[src/rtl/mont_result_streamer_pkg.sv]
// mont_result_streamer_pkg: state encoding, sizing defaults and result-entry layout
package mont_result_streamer_pkg;

    localparam int MRS_RADIX     = 32;
    localparam int MRS_WIDTH     = 14;
    localparam int MRS_WIDTH_LOG = $clog2(MRS_WIDTH);

    typedef enum logic [1:0] {IDLE, RD0, RD1, DRAIN} state_e;

    // A buffered word is {sel, last, data}; these are the bit positions above data
    localparam int ENTRY_SEL_OFS  = 1;
    localparam int ENTRY_LAST_OFS = 0;

endpackage

[src/rtl/mont_result_streamer_fifo.sv]
// res_skid_fifo: two-entry output buffer with a registered head entry
module res_skid_fifo #(
    parameter int DW = 34
) (
    input  logic          clk,
    input  logic          rst_n,
    input  logic          push_i,
    input  logic          pop_i,
    input  logic [DW-1:0] din_i,
    output logic [DW-1:0] head_o,
    output logic [1:0]    count_o
);

    logic [DW-1:0] e0_q, e0_d, e1_q, e1_d;
    logic [1:0]    cnt_q, cnt_d, after_pop;

    assign after_pop = cnt_q - {1'b0, pop_i};
    assign head_o    = e0_q;
    assign count_o   = cnt_q;

    // Shift on pop, then write the incoming word into the first free slot
    always_comb begin
        e0_d  = pop_i ? e1_q : e0_q;
        e1_d  = pop_i ? '0 : e1_q;
        cnt_d = after_pop + {1'b0, push_i};
        if (push_i && after_pop == 2'd0) e0_d = din_i;
        if (push_i && after_pop == 2'd1) e1_d = din_i;
    end

    // Entry and occupancy registers
    always_ff @(posedge clk or negedge rst_n) begin
        if (!rst_n) begin
            e0_q  <= '0;
            e1_q  <= '0;
            cnt_q <= '0;
        end else begin
            e0_q  <= e0_d;
            e1_q  <= e1_d;
            cnt_q <= cnt_d;
        end
    end

endmodule

[src/rtl/mont_result_streamer.sv]
// mont_result_streamer: drains both Montgomery result memories onto a valid/ready stream
module mont_result_streamer
    import mont_result_streamer_pkg::*;
#(
    parameter int RADIX = MRS_RADIX,
    parameter int WIDTH = MRS_WIDTH,
    localparam int WIDTH_LOG = $clog2(WIDTH)
) (
    input  logic                 clk,
    input  logic                 rst_n,
    input  logic                 start,
    output logic                 busy,
    output logic                 done,
    output logic                 mult_0_mem_res_rd_en,
    output logic [WIDTH_LOG-1:0] mult_0_mem_res_rd_addr,
    input  logic [RADIX-1:0]     mult_0_mem_res_dout,
    output logic                 mult_1_mem_res_rd_en,
    output logic [WIDTH_LOG-1:0] mult_1_mem_res_rd_addr,
    input  logic [RADIX-1:0]     mult_1_mem_res_dout,
    output logic                 m_valid,
    input  logic                 m_ready,
    output logic [RADIX-1:0]     m_data,
    output logic                 m_sel,
    output logic                 m_last
);

    state_e               state_q, state_d;
    logic [WIDTH_LOG-1:0] addr_q, addr_d, addr0_q, addr1_q;
    logic                 infl_q, infl_sel_q, infl_last_q, done_q, done_d;
    logic [1:0]           fifo_cnt;
    logic [2:0]           occ;
    logic                 pop, issue, at_end;
    logic [RADIX+1:0]     head, push_entry;

    assign pop        = m_valid && m_ready;
    assign occ        = {1'b0, fifo_cnt} + {2'b0, infl_q} - {2'b0, pop};
    assign issue      = (state_q == RD0 || state_q == RD1) && occ < 3'd2;
    assign at_end     = addr_q == WIDTH_LOG'(WIDTH - 1);
    assign push_entry = {infl_sel_q, infl_last_q, infl_sel_q ? mult_1_mem_res_dout : mult_0_mem_res_dout};

    assign mult_0_mem_res_rd_en   = issue && state_q == RD0;
    assign mult_1_mem_res_rd_en   = issue && state_q == RD1;
    assign mult_0_mem_res_rd_addr = mult_0_mem_res_rd_en ? addr_q : addr0_q;
    assign mult_1_mem_res_rd_addr = mult_1_mem_res_rd_en ? addr_q : addr1_q;

    assign busy    = state_q != IDLE;
    assign done    = done_q;
    assign m_valid = fifo_cnt != 2'd0;
    assign m_data  = head[RADIX-1:0];
    assign m_sel   = head[RADIX + ENTRY_SEL_OFS];
    assign m_last  = head[RADIX + ENTRY_LAST_OFS];

    // Sequencer: walk memory 0 then memory 1, then wait for the buffer to empty
    always_comb begin
        state_d = state_q;
        addr_d  = addr_q;
        done_d  = 1'b0;
        case (state_q)
            IDLE: begin
                if (start) begin
                    state_d = RD0;
                    addr_d  = '0;
                end
            end
            RD0, RD1: begin
                if (issue) begin
                    addr_d = at_end ? '0 : addr_q + WIDTH_LOG'(1);
                    if (at_end) state_d = (state_q == RD0) ? RD1 : DRAIN;
                end
            end
            DRAIN: begin
                if (!infl_q && fifo_cnt == {1'b0, pop}) begin
                    state_d = IDLE;
                    done_d  = 1'b1;
                end
            end
            default: state_d = IDLE;
        endcase
    end

    // State, address and in-flight read tracking
    always_ff @(posedge clk or negedge rst_n) begin
        if (!rst_n) begin
            state_q     <= IDLE;
            addr_q      <= '0;
            addr0_q     <= '0;
            addr1_q     <= '0;
            infl_q      <= 1'b0;
            infl_sel_q  <= 1'b0;
            infl_last_q <= 1'b0;
            done_q      <= 1'b0;
        end else begin
            state_q     <= state_d;
            addr_q      <= addr_d;
            addr0_q     <= mult_0_mem_res_rd_addr;
            addr1_q     <= mult_1_mem_res_rd_addr;
            infl_q      <= issue;
            infl_sel_q  <= issue ? state_q == RD1 : infl_sel_q;
            infl_last_q <= issue ? at_end : infl_last_q;
            done_q      <= done_d;
        end
    end

    res_skid_fifo #(.DW(RADIX + 2)) u_fifo (
        .clk     (clk),
        .rst_n   (rst_n),
        .push_i  (infl_q),
        .pop_i   (pop),
        .din_i   (push_entry),
        .head_o  (head),
        .count_o (fifo_cnt)
    );

endmodule

[config.mk]
export PLATFORM = sky130hd
export DESIGN_NAME = mont_result_streamer
export DESIGN_NICKNAME = d
export VERILOG_FILES = /design/src/rtl/mont_result_streamer_pkg.sv /design/src/rtl/mont_result_streamer_fifo.sv /design/src/rtl/mont_result_streamer.sv
export SDC_FILE = /design/constraint.sdc
export NUM_CORES = 1
export LEC_CHECK = 0
export CORE_MARGIN = 2
export CORE_UTILIZATION = 44
export CTS_BUF_LIST = sky130_fd_sc_hd__clkbuf_8
export DETAILED_ROUTE_END_ITERATION = 6
export PLACE_DENSITY = 0.74
export SLEW_MARGIN = 0
export SYNTH_ARGS = -nofsm -noshare
export SYNTH_HDL_FRONTEND = slang
export SYNTH_SLANG_ARGS = --single-unit
[constraint.sdc]
create_clock -name clk -period 4.15 [get_ports clk]
set_clock_uncertainty 0.15 [all_clocks]
set_input_delay 0.83 -clock clk [delete_from_list [all_inputs] [get_ports clk]]
set_output_delay 0.83 -clock clk [all_outputs]
set_load 0.05 [all_outputs]
# [Word-level counts from Yosys, hierarchy flattened]
# Cells that the tools add are included.
# Widths: inputs -> output; s select.
[word_totals] regBits=88 latch_bits=0 ram_bits=0 mem_bits_ro=0 inputBits=68 mem_count=0
[op_classes] n_addsub=5 mul=0 div=0 n_lt_le_gt_ge=1 n_eq_ne=10 shift=0 n_mux=19 n_bitwise=0 n_reduce_logical=19
[op_table] operator="$mux 34" count=4
[op_table] operator="$mux 32" count=1
[op_table] operator="$mux 4" count=5
[op_table] operator="$reduce_bool 2->1" count=5
[op_table] operator="$mux 2" count=4
[op_table] operator="$ne 2x2->1 const B" count=4
[op_table] operator="$pmux 4 s2" count=1
[op_table] operator="$logic_and 1x1->1" count=7
[op_table] operator="$pmux 2 s3" count=1
[op_table] operator="$add 4x1->4 const B" count=1
[op_table] operator="$eq 2x1->1 const B" count=2
[op_table] operator="$eq 2x2->1 const B" count=2
[op_table] operator="$eq 4x4->1 const B" count=1
[op_table] operator="$logic_not 2->1" count=2
[op_table] operator="$reduce_and 4->1" count=1
[op_table] operator="$add 2x1->3" count=1
[op_table] operator="$lt 3x2->1 const B" count=1
[op_table] operator="$mux 1" count=3
[op_table] operator="$reduce_and 3->1" count=1
[op_table] operator="$sub 3x1->3" count=1
[op_table] operator="$add 2x1->2" count=1
[op_table] operator="$eq 2x1->1" count=1
[op_table] operator="$reduce_or 2->1" count=1
[op_table] operator="$sub 2x1->2" count=1
[op_table] operator="2 further kinds" count=2

# [Depth between registers and ports, before layout]
# Gate-level depths: netlist of the first run.
[depth] depth_word=7 ltp_mapped=10

# [Modules after synthesis]
# Synthesis of the first run repeated with hierarchy kept, for this count alone.
[hier_totals] cells_unflattened=344 hier_area_um2=4797.1
[modules_own_cells] module="res_skid_fifo" n_inst=1 cells_each=229 area_each_um2=3427.0 seq_area_each_um2=1751.7
[modules_own_cells] module="mont_result_streamer" n_inst=1 cells_each=115 area_each_um2=1370.1 seq_area_each_um2=450.4

# [Worst setup path before layout of the first run]
# Ideal clock, no wire load.
[synth_path] kind="input-to-output" start="input port m_ready" end="output port mult_1_mem_res_rd_addr[0]" t_arrival_ns=2.782 required_ns=3.170 slack_ns=0.388 stages=9 path_buffers=1 path_cell_list="o21a_2 > ha_1 > nand2b_1 > fa_1 > xnor2_1 > and3_1 > buf_6 > nand2_8 > mux2_4"
[synth_between] elab_chain_len=6
[synth_rtl] item="start: declaration" line_no="mont_result_streamer.sv:21" source="input logic m_ready,"
[synth_rtl] item="$logic_and 1x1->1" line_no="mont_result_streamer.sv:35" source="assign pop = m_valid && m_ready;"
[synth_rtl] item="$sub 3x1->3" line_no="mont_result_streamer.sv:36" source="assign occ = {1'b0, fifo_cnt} + {2'b0, infl_q} - {2'b0, pop};"
[synth_rtl] item="$lt 3x2->1" line_no="mont_result_streamer.sv:37" source="assign issue = (state_q == RD0 || state_q == RD1) && occ < 3'd2;"
[synth_rtl] item="$logic_and 1x1->1" line_no="mont_result_streamer.sv:37"
[synth_rtl] item="named net issue" line_no="mont_result_streamer.sv:32" source="logic pop, issue, at_end;"
[synth_rtl] item="$logic_and 1x1->1" line_no="mont_result_streamer.sv:42" source="assign mult_1_mem_res_rd_en = issue && state_q == RD1;"
[synth_rtl] item="$mux 4" line_no="mont_result_streamer.sv:44" source="assign mult_1_mem_res_rd_addr = mult_1_mem_res_rd_en ? addr_q : addr1_q;"
[synth_rtl] item="end: declaration" line_no="mont_result_streamer.sv:18" source="output logic [WIDTH_LOG-1:0] mult_1_mem_res_rd_addr,"
# The timed path passes the listed nets, and every way through them passes these cells.

# [Worst setup path after layout of the first run]
[layout_path] start="input port m_ready" end="output port mult_1_mem_res_rd_addr[2]"
[layout_between] elab_chain_len=6
[layout_rtl] item="$logic_and 1x1->1" line_no="mont_result_streamer.sv:35"
[layout_rtl] item="$sub 3x1->3" line_no="mont_result_streamer.sv:36"
[layout_rtl] item="$lt 3x2->1" line_no="mont_result_streamer.sv:37"
[layout_rtl] item="$logic_and 1x1->1" line_no="mont_result_streamer.sv:37"
[layout_rtl] item="$logic_and 1x1->1" line_no="mont_result_streamer.sv:42"
[layout_rtl] item="$mux 4" line_no="mont_result_streamer.sv:44"
# No other way between the ends.

==> impl_metrics.py, run 1 <==
metrics = {
    "worst_hold_path": {
        "holdPathEnd": "u_fifo.head_o[6]",
        "holdCritStartpoint": "u_fifo.head_o[6]",
        "hold_path.class": "reg -> reg",
        "holdPathStages": 2,
    },
    "synthesis": {
        "yosys.area.top_type": "dfrtp_1",
        "synth.yosys.seq_area_share": 0.528,
        "netlist_top_cells_area": "dfrtp_1 53%, mux2i_1 8.4%, o2bb2ai_1 6.7%, a21oi_1 4.2%, nand2_1 3.2%",
        "synth_top_area_share": 0.528,
        "synth_edf_count": 0,
        "yosys_most_used_dff": "dfrtp_1",
        "synth_area_um2": 4170,
        "ys_types": 36,
        "synth_mux_area_frac": 0.124,
        "synth_cells": 384,
        "synth_xor_area_frac": 0.00420,
        "synth_top_family_by_area": "compound AO/OA/AOI/OAI gates",
        "yosys_warnings": 0,
        "syn_area_per_cell_um2": 10.9,
        "synth_compound_area_frac": 0.169,
        "ys_async_sr_fraction": 1.00,
        "synth_nets": 462,
        "synthSimpleGateAreaFrac": 0.0957,
        "synthAdderAreaFrac": 0.0318,
        "synth-seq-cells": 88,
    },
    "placement": {
        "dp_hpwl_um": 6460,
        "place_inst": 594,
        "io_buffers": 114,
        "gp_congestion": 0.758,
    },
    "finish": {
        "layout_commonest_cell": "clkdlybuf4s50_1",
        "drive_gt1_frac": 0.132,
        "diodes": 0,
        "num-nets-final": 574,
        "final_cell_mix": "102 x clkdlybuf4s50_1, 87 x dfrtp_1, 36 x nand2_1, 36 x nor2_1",
        "areaGrowthSynthToFinish_pct": 37.3,
        "fin_util": 0.623,
        "fin_cells": 612,
    },
    "clocking": {
        "cts_max_level": 3,
        "path_clk_slew_ps": 100,
        "clockBufferDepth": 2,
        "cts_sinks": 88,
        "root_buffer": "clkbuf_8",
        "cts_tree": "done",
        "holdBufCountCts": 0,
        "insertion_delay_ps": 350,
        "cts_buffers": 9,
    },
    "status": {
        "status": "complete, no violations",
    },
    "timing": {
        "slew_headroom": 0.334,
        "min_period_over_period": 0.969,
        "hold_viol_final": 0,
        "slew_violations": 0,
        "rsz0062_at_grt": "false",
        "setup_viol": 0,
        "tightest_slew_ps": 999,
        "clock.fmax_ghz": 0.249,
        "finalCriticalPeriod_ps": 4020,
    },
    "worst_setup_path": {
        "timing.critical_path.slowest_stage_cell": "fa_2",
        "r2r_start": "u_fifo.count_o[1]",
        "worstPathBufferInverterCount": 3,
        "critPathMaxFanout": 6,
        "slowest_delay_ps": 380,
        "worstSetupStartpointType": "input port",
        "reg2regPathDepth": 8,
        "worstSetupEndpointType": "output pin",
        "cp_top_family": "adder cells",
        "crit_type": "in -> out",
        "path_cells": "dlygate4sd2_1 -> o21a_2 -> ha_4 -> nand2b_4 -> fa_2 -> xnor2_2 -> and3_4 -> buf_12 -> nand2_8 -> mux2_4 -> buf_6",
        "rr_endpoint": "addr_q[1]",
        "r2r_slack_ps": 1380,
        "crit_required_ps": 3170,
        "crit_arrival_ps": 3040,
    },
    "grt": {
        "grt_pass1_wl_um": 15800,
        "track_usage": 0.196,
        "first_global_vias": 3229,
        "antenna_found_initial": 0,
        "grt_overflow_total": 0,
        "grt_max_degree": 56,
    },
    "route": {
        "vias_per_cell": 5.27,
        "num_vias": 3224,
        "first_pass_iters": 4,
        "ant_nets": 0,
        "dr_wl_met3_um": 321,
        "wl_met2_um": 4720,
        "initialDrtViolationCount": 94,
        "wire_per_inst_um": 15.4,
        "drt-met1-wl_um": 4230,
        "highest_layer": "met4",
        "wirelength_um": 9450,
        "drc_errors": 0,
    },
    "die": {
        "start_util": 0.453,
        "rows": 35,
        "dieHeight_um": 101,
        "dieArea_um2": 10300,
        "core_area_um2": 9200,
        "die_w_um": 101,
        "boundaryPins": 115,
    },
    "power": {
        "peakVddDrop_uv": 303,
        "leakage_nw": 2.50,
        "powerDensity_nw_per_um2": 725,
    },
    "run": {
        "maxCapViolCount": 0,
    },
}
## sequential cells by signal, indices dropped and copies added, names as in the netlist, 2 cells and up
register and cells:
addr1_q 4, state_q 2, u_fifo.head_o 34, u_fifo.count_o 2, addr0_q 4, addr_q 4
u_fifo.e1_q 34
## worst max path at each step
stage / start / endpoint / depth (start not counted)
6_report: m_ready / mult_1_mem_res_rd_addr[2] / 11
2_1_floorplan: m_ready / mult_1_mem_res_rd_addr[0] / 9
3_5_place_dp: m_ready / mult_0_mem_res_rd_addr[0] / 11
4_1_cts: m_ready / mult_0_mem_res_rd_addr[0] / 11
5_1_grt: m_ready / mult_1_mem_res_rd_addr[2] / 11
3_3_place_gp: m_ready / mult_0_mem_res_rd_addr[1] / 11
## layer usage
layer | track usage | vias to the layer above
met5 | 0 | -
met4 | 0.0790 | 0
met3 | 0.0276 | 17
met2 | 0.324 | 80
met1 | 0.260 | 1564
li1 | - | 1563
## through the flow
step                      power [mW]  setup TNS [ps]  hold slack, ps  cell area, µm²  worst slack [ps]
after floorplan                 2.74               0             301            4170               388
after global placement          3.36           -1140             310            5420              -144
after detailed placement        3.41           -1230             320            5420              -162
after CTS                       4.17               0             341            5730               145
after global routing            4.39               0             363            5730              53.6
final                           4.15               0             334            5730               130
## logic make-up (layout without fill, tap and decap cells)
group,after synthesis,in the layout
DFF,88,88
and+or+nand+nor,86,86
xor gates and xnor gates,2,2
AOI/OAI and AO/OA,111,111
muxes,47,47
buffers and inverters,40,157
adders and majority gates,10,10
## cell type report
class,instances,area (µm²)
Sequential cell,88,2200
Clock buffer,9,124
Multi-Input combinational cell,256,1810
Inverter,14,52.6
Tap cell,111,139
Fill cell,770,3470
Clock inverter,7,101
Timing Repair Buffer,127,1290
## synthesized netlist by cell type, types with 2 or more instances
master      n
a21oi_1    35
a22o_1      2
a31oi_1     3
and3_1      2
buf_2      10
buf_4       8
clkbuf_1    7
dfrtp_1    88
ha_1        9
inv_1      14
mux2_2      4
mux2_4      8
mux2i_1    35
nand2_1    36
nand2_8     2
nand2b_1    2
nor2_1     36
o21ai_0    26
o21ai_1     9
o2bb2ai_1  32
## worst min-delay path, stage by stage (launching register included)
cell	delay, ps
dfrtp_1	350
nand2_1	40
o21ai_0	50
## repair_timing
action | CTS | global route
buffers inserted | 2 | 0
setup endpoints to repair | 8 | 0
resized for setup | 15 | 0
## report_power, final
part	internal, mW	leakage (nW)	switching, mW
Clock	0.347	0.112	0.323
Combinational	0.867	1.19	1.29
Sequential	1.12	1.20	0.209
Note: power is estimated with default switching activity, not from simulation.
==> run 2, diff against run 1 <==
- CORE_MARGIN: 2 -> 5
- DONT_BUFFER_PORTS: unset -> 1
- PLACE_DENSITY: 0.74 -> unset
==> impl_metrics.py, run 2 (same netlist as run 1, synthesis figures left out) <==
metrics = {
    "route": {
        "wirelength_um": 8960,
        "first_pass_iters": 4,
        "drc_errors": 0,
        "vias_per_cell": 5.32,
        "ant_nets": 0,
        "wire_per_inst_um": 17.4,
        "initialDrtViolationCount": 84,
        "num_vias": 2735,
    },
    "die": {
        "boundaryPins": 115,
        "rows": 35,
        "dieHeight_um": 107,
        "start_util": 0.451,
        "die_w_um": 107,
        "dieArea_um2": 11500,
        "core_area_um2": 9240,
    },
    "placement": {
        "gp_congestion": 0.718,
        "dp_hpwl_um": 5880,
        "io_buffers": 0,
        "dp_slack_ps": 209,
    },
    "worst_setup_path": {
        "reg2regPathDepth": 9,
        "worstSetupStartpointType": "register",
        "crit_type": "reg -> out",
        "crit_arrival_ps": 3040,
        "crit_required_ps": 3170,
        "critPathMaxFanout": 7,
        "worstSetupEndpointType": "output pin",
    },
    "clocking": {
        "root_buffer": "clkbuf_8",
        "path_clk_slew_ps": 90,
        "cts_buffers": 9,
        "insertion_delay_ps": 360,
        "cts_max_level": 3,
        "cts_tree": "done",
        "cts_sinks": 88,
        "clockBufferDepth": 2,
    },
    "power": {
        "leakage_nw": 2.00,
        "power_switching_mw": 1.74,
        "power_mw": 3.56,
        "internal_power_mw": 1.82,
        "peakVddDrop_uv": 300,
        "clkPwrFrac": 0.159,
        "p_comb_frac": 0.339,
        "pwr-share-seq": 0.502,
        "swShare": 0.489,
        "powerDensity_nw_per_um2": 788,
    },
    "finish": {
        "layout_commonest_cell": "dfrtp_1",
        "final_cell_mix": "86 x dfrtp_1, 36 x nand2_1, 36 x nor2_1",
        "fin_util": 0.488,
        "num-nets-final": 458,
        "multi_input_area_um2": 1780,
        "seq_area_um2": 2200,
        "diodes": 0,
        "areaGrowthSynthToFinish_pct": 8.19,
        "drive_gt1_frac": 0.130,
        "fillers": 841,
    },
    "status": {
        "status": "complete, no violations",
    },
    "grt": {
        "antenna_found_initial": 0,
        "grt_pass1_wl_um": 14800,
        "track_usage": 0.163,
        "first_global_vias": 2877,
        "grt_max_degree": 89,
        "grt_overflow_total": 0,
    },
    "timing": {
        "whs_ps": 238,
        "min_period_over_period": 0.970,
        "hold_viol_final": 0,
        "tightest_slew_ps": 979,
        "slew_headroom": 0.347,
        "setup_viol": 0,
        "clock.fmax_ghz": 0.249,
        "slew_violations": 0,
        "fin_ws_ps": 126,
        "finalCriticalPeriod_ps": 4020,
    },
    "worst_hold_path": {
        "hold_path.class": "in -> async",
    },
    "run": {
        "maxCapViolCount": 0,
    },
}
## run 2: cell count changes in the layout (fill, tap and decap cells not counted), moves of 2 or more
cell	previous run	this run
buf_4	12	8
buf_12	4	2
buf_6	7	0
bufinv_16	2	0
clkdlybuf4s50_1	102	0
## run 2: cell type report
cell class	count	share of cell area
inverter	14	0.0116
clock buffer	9	0.0275
sequential	88	0.489
timing repair buffer	11	0.0283
tap	129	0.0358
multi-input combinational	256	0.395
clock inverter	7	0.0136
## run 2: worst paths after layout
path | startpoint | to | slack, ps
max in group asynchronous | rst_n | u_fifo.count_o[1] | 3280
worst min register to register | u_fifo.e1_q[4] | u_fifo.e1_q[4] | 340
worst min-delay path | rst_n | u_fifo.head_o[32] | 240
worst max register to register | u_fifo.count_o[1] | addr1_q[0] | 1170
worst max-delay path | u_fifo.count_o[1] | mult_1_mem_res_rd_addr[0] | 130
min in group clk | u_fifo.e1_q[4] | u_fifo.e1_q[4] | 340
## run 2: critical path, cell delays in order (launching register included)
cell	delay, ps
dfrtp_2	460
o21a_2	280
ha_1	330
nand2b_1	190
fa_1	410
xnor2_2	170
and3_1	170
buf_4	200
nand2_8	80
mux2_4	400
## run 2: stage by stage
step / cell area (µm²) / TNS, ps / instances
global placement: 4280 / 0 / 495
CTS: 4490 / 0 / 512
detailed placement: 4280 / 0 / 495
floorplan: 4170 / 0 / 384
global route: 4510 / -40.4 / 514
finish: 4510 / 0 / 514
## run 2: power by group through the flow
stage	Sequential (mW)	Clock (mW)	Combinational [mW]
6_report	1.78	0.566	1.20
5_1_grt	1.83	0.622	1.34
4_1_cts	1.79	0.599	1.20
3_5_place_dp	1.81	0	1.18
3_3_place_gp	1.80	0	1.15
2_1_floorplan	1.70	0	1.04
## run 2: timing repair
| action | in CTS | in global routing |
|---|---|---|
| buffers inserted | 0 | 2 |
| hold buffers | 1 | 0 |
| hold endpoints to repair | 88 | 0 |
| gates resized for setup | 0 | 2 |
| endpoints found under the setup margin | 0 | 8 |
## run 2: per-layer routing
layer  share of wire  GRT usage
met1            0.42      0.201
met2            0.48      0.266
met3           0.076     0.0576
met4           0.017     0.0550
met5               0          0
==> run 3, diff against run 2 <==
- ABC_AREA: unset -> 1
==> impl_metrics.py, run 3 <==
metrics = {
    "worst_setup_path": {
        "path_cells": "inv_4 -> nand2_8 -> nand2_4 -> inv_2 -> ha_1 -> inv_2 -> nand2_1 -> fa_1 -> nand3_2 -> nor2_4 -> nand2_4 -> o21ai_1 -> buf_4",
        "timing.critical_path.slowest_stage_cell": "fa_1",
        "r2r_slack_ps": 1180,
        "critPathMaxFanout": 9,
        "cp_top_family": "adder cells",
        "slowest_delay_ps": 500,
        "crit_arrival_ps": 2980,
        "crit_type": "reg -> out",
        "crit_required_ps": 3170,
        "worstSetupEndpointType": "output pin",
        "worstPathBufferInverterCount": 4,
        "worstSetupStartpointType": "register",
    },
    "run": {
        "maxCapViolCount": 0,
    },
    "route": {
        "wirelength_um": 10400,
        "ant_nets": 0,
        "first_pass_iters": 4,
        "drc_errors": 0,
        "initialDrtViolationCount": 176,
        "vias_per_cell": 5.02,
        "num_vias": 3501,
        "wire_per_inst_um": 14.9,
    },
    "power": {
        "leakage_nw": 2.61,
        "peakVddDrop_uv": 410,
        "powerDensity_nw_per_um2": 735,
    },
    "placement": {
        "dp_hpwl_um": 6680,
        "io_buffers": 0,
        "gp_congestion": 0.741,
        "place_inst": 679,
    },
    "die": {
        "core_area_um2": 9820,
        "die_w_um": 110,
        "boundaryPins": 115,
        "dieArea_um2": 12200,
        "rows": 36,
        "dieHeight_um": 110,
        "start_util": 0.452,
    },
    "grt": {
        "grt_max_degree": 81,
        "track_usage": 0.171,
        "antenna_found_initial": 0,
        "grt_overflow_total": 0,
        "grt_pass1_wl_um": 17500,
        "first_global_vias": 3556,
    },
    "timing": {
        "tightest_slew_ps": 784,
        "slew_headroom": 0.476,
        "finalCriticalPeriod_ps": 3960,
        "setup_viol": 0,
        "hold_viol_final": 0,
        "min_period_over_period": 0.954,
        "slew_violations": 0,
        "fin_setup_tns_ps": 0,
        "rsz0062_at_grt": "false",
        "clock.fmax_ghz": 0.252,
    },
    "status": {
        "status": "complete, no violations",
    },
    "finish": {
        "fin_util": 0.494,
        "fin_cells": 698,
        "layout_commonest_cell": "nand2_1",
        "diodes": 0,
        "drive_gt1_frac": 0.0956,
        "fillers": 989,
        "areaGrowthSynthToFinish_pct": 9.42,
        "final_cell_mix": "194 x nand2_1, 87 x dfrtp_1, 81 x inv_1",
        "num-nets-final": 639,
        "multi_input_area_um2": 1740,
        "seq_area_um2": 2200,
    },
    "clocking": {
        "insertion_delay_ps": 340,
        "cts_sinks": 88,
        "clockBufferDepth": 2,
        "cts_buffers": 9,
        "cts_tree": "done",
        "root_buffer": "clkbuf_8",
        "cts_max_level": 3,
        "path_clk_slew_ps": 90,
    },
    "synthesis": {
        "netlist_top_cells_area": "dfrtp_1 50%, nand2_1 16%, inv_1 6.9%, o21ai_0 4.4%, o21ai_1 4.3%",
        "synth_most_common_cell": "nand2_1",
        "synth_area_um2": 4440,
        "synth.yosys.seq_area_share": 0.496,
        "synth_edf_count": 0,
        "ys_types": 27,
        "syn_area_per_cell_um2": 7.95,
        "synth-seq-cells": 88,
        "yosys.area.top_type": "dfrtp_1",
        "yosys_warnings": 0,
        "synth_top_area_share": 0.496,
        "ys_async_sr_fraction": 1.00,
        "synth_common_cells": "194 x nand2_1, 88 x dfrtp_1, 82 x inv_1, 39 x o21ai_0, 38 x o21ai_1",
        "yosys_most_used_dff": "dfrtp_1",
        "synth_cells": 558,
        "synth_nets": 636,
    },
    "worst_hold_path": {
        "hold_path.class": "in -> async",
    },
}
run 3: cell types whose count changed after synthesis, sizes merged, moves of 3 or more:
cell | before | now
o2bb2ai | 32 | 0
o22ai | 0 | 30
inv | 14 | 87
nand3 | 1 | 13
nand2 | 38 | 199
mux2i | 35 | 0
a21oi | 35 | 6
buf | 19 | 25
nand4 | 0 | 6
mux2 | 12 | 0
o21ai | 35 | 77
nor2 | 37 | 12
a31oi | 3 | 0
clkbuf | 7 | 3
run 3: worst reg2reg max path: cells and delay by family (launching register included):
kind	cells	cell delay, ps
compound gates	1	270
flops	1	410
simple gates	4	720
fa+ha+maj	2	530
buf+inv	5	780
run 3: layout make-up:
class | instances | area share
inverter | 87 | 0.0683
tap | 133 | 0.0343
sequential | 88 | 0.454
clock inverter | 6 | 0.0129
multi-input combinational | 355 | 0.359
timing repair buffer | 20 | 0.0466
clock buffer | 9 | 0.0255
run 3: cells by family (layout without fill, tap and decap cells):
| family | count (synthesis) | count (layout) | share of synthesized area |
|---|---|---|---|
| xor+xnor | 1 | 1 | 0.00197 |
| flops | 88 | 88 | 0.496 |
| fa+ha+maj | 10 | 10 | 0.0299 |
| buf+inv | 115 | 122 | 0.118 |
| simple gates | 230 | 230 | 0.217 |
| compound gates | 114 | 114 | 0.138 |
run 3: where the power goes:
| group | internal, mW | switching [mW] |
|---|---|---|
| sequential | 1.09 | 0.434 |
| combinational | 0.462 | 1.00 |
| clock | 0.273 | 0.306 |
| total | 1.83 | 1.74 |
run 3: routing by layer:
layer / wire, µm / share of wire / GRT usage
met5: 0 / 0 / 0
met4: 93 / 0.0089 / 0.0435
met3: 810 / 0.078 / 0.0596
met2: 4800 / 0.46 / 0.276
met1: 4730 / 0.45 / 0.220
run 3: final timing paths:
path	startpoint	end	cells after the start
max in group asynchronous	rst_n	u_fifo.e1_q[19]	1
min	rst_n	u_fifo.e1_q[8]	0
max	u_fifo.count_o[1]	mult_0_mem_res_rd_addr[3]	13
min in group clk	u_fifo.e1_q[33]	u_fifo.e1_q[33]	2
min reg2reg	u_fifo.e1_q[33]	u_fifo.e1_q[33]	2
max reg2reg	u_fifo.count_o[1]	u_fifo.head_o[30]	12
run 3: repair_timing:
| action | 4_1_cts | 5_1_grt |
|---|---|---|
| hold endpoints to repair | 9 | 58 |
| resized for setup | 0 | 17 |
| setup buffers | 0 | 1 |
| hold buffers | 1 | 2 |
| setup endpoints to repair | 0 | 9 |
run 3: stage by stage:
step	hold WS (ps)	instance area [µm²]	total power [mW]	setup WS, ps
2_1_floorplan	325	4440	2.65	122
3_3_place_gp	342	4560	2.90	447
3_5_place_dp	348	4560	2.94	347
4_1_cts	1.53	4750	3.54	71.2
5_1_grt	0.560	4850	3.87	0.0782
6_report	28.4	4850	3.57	189
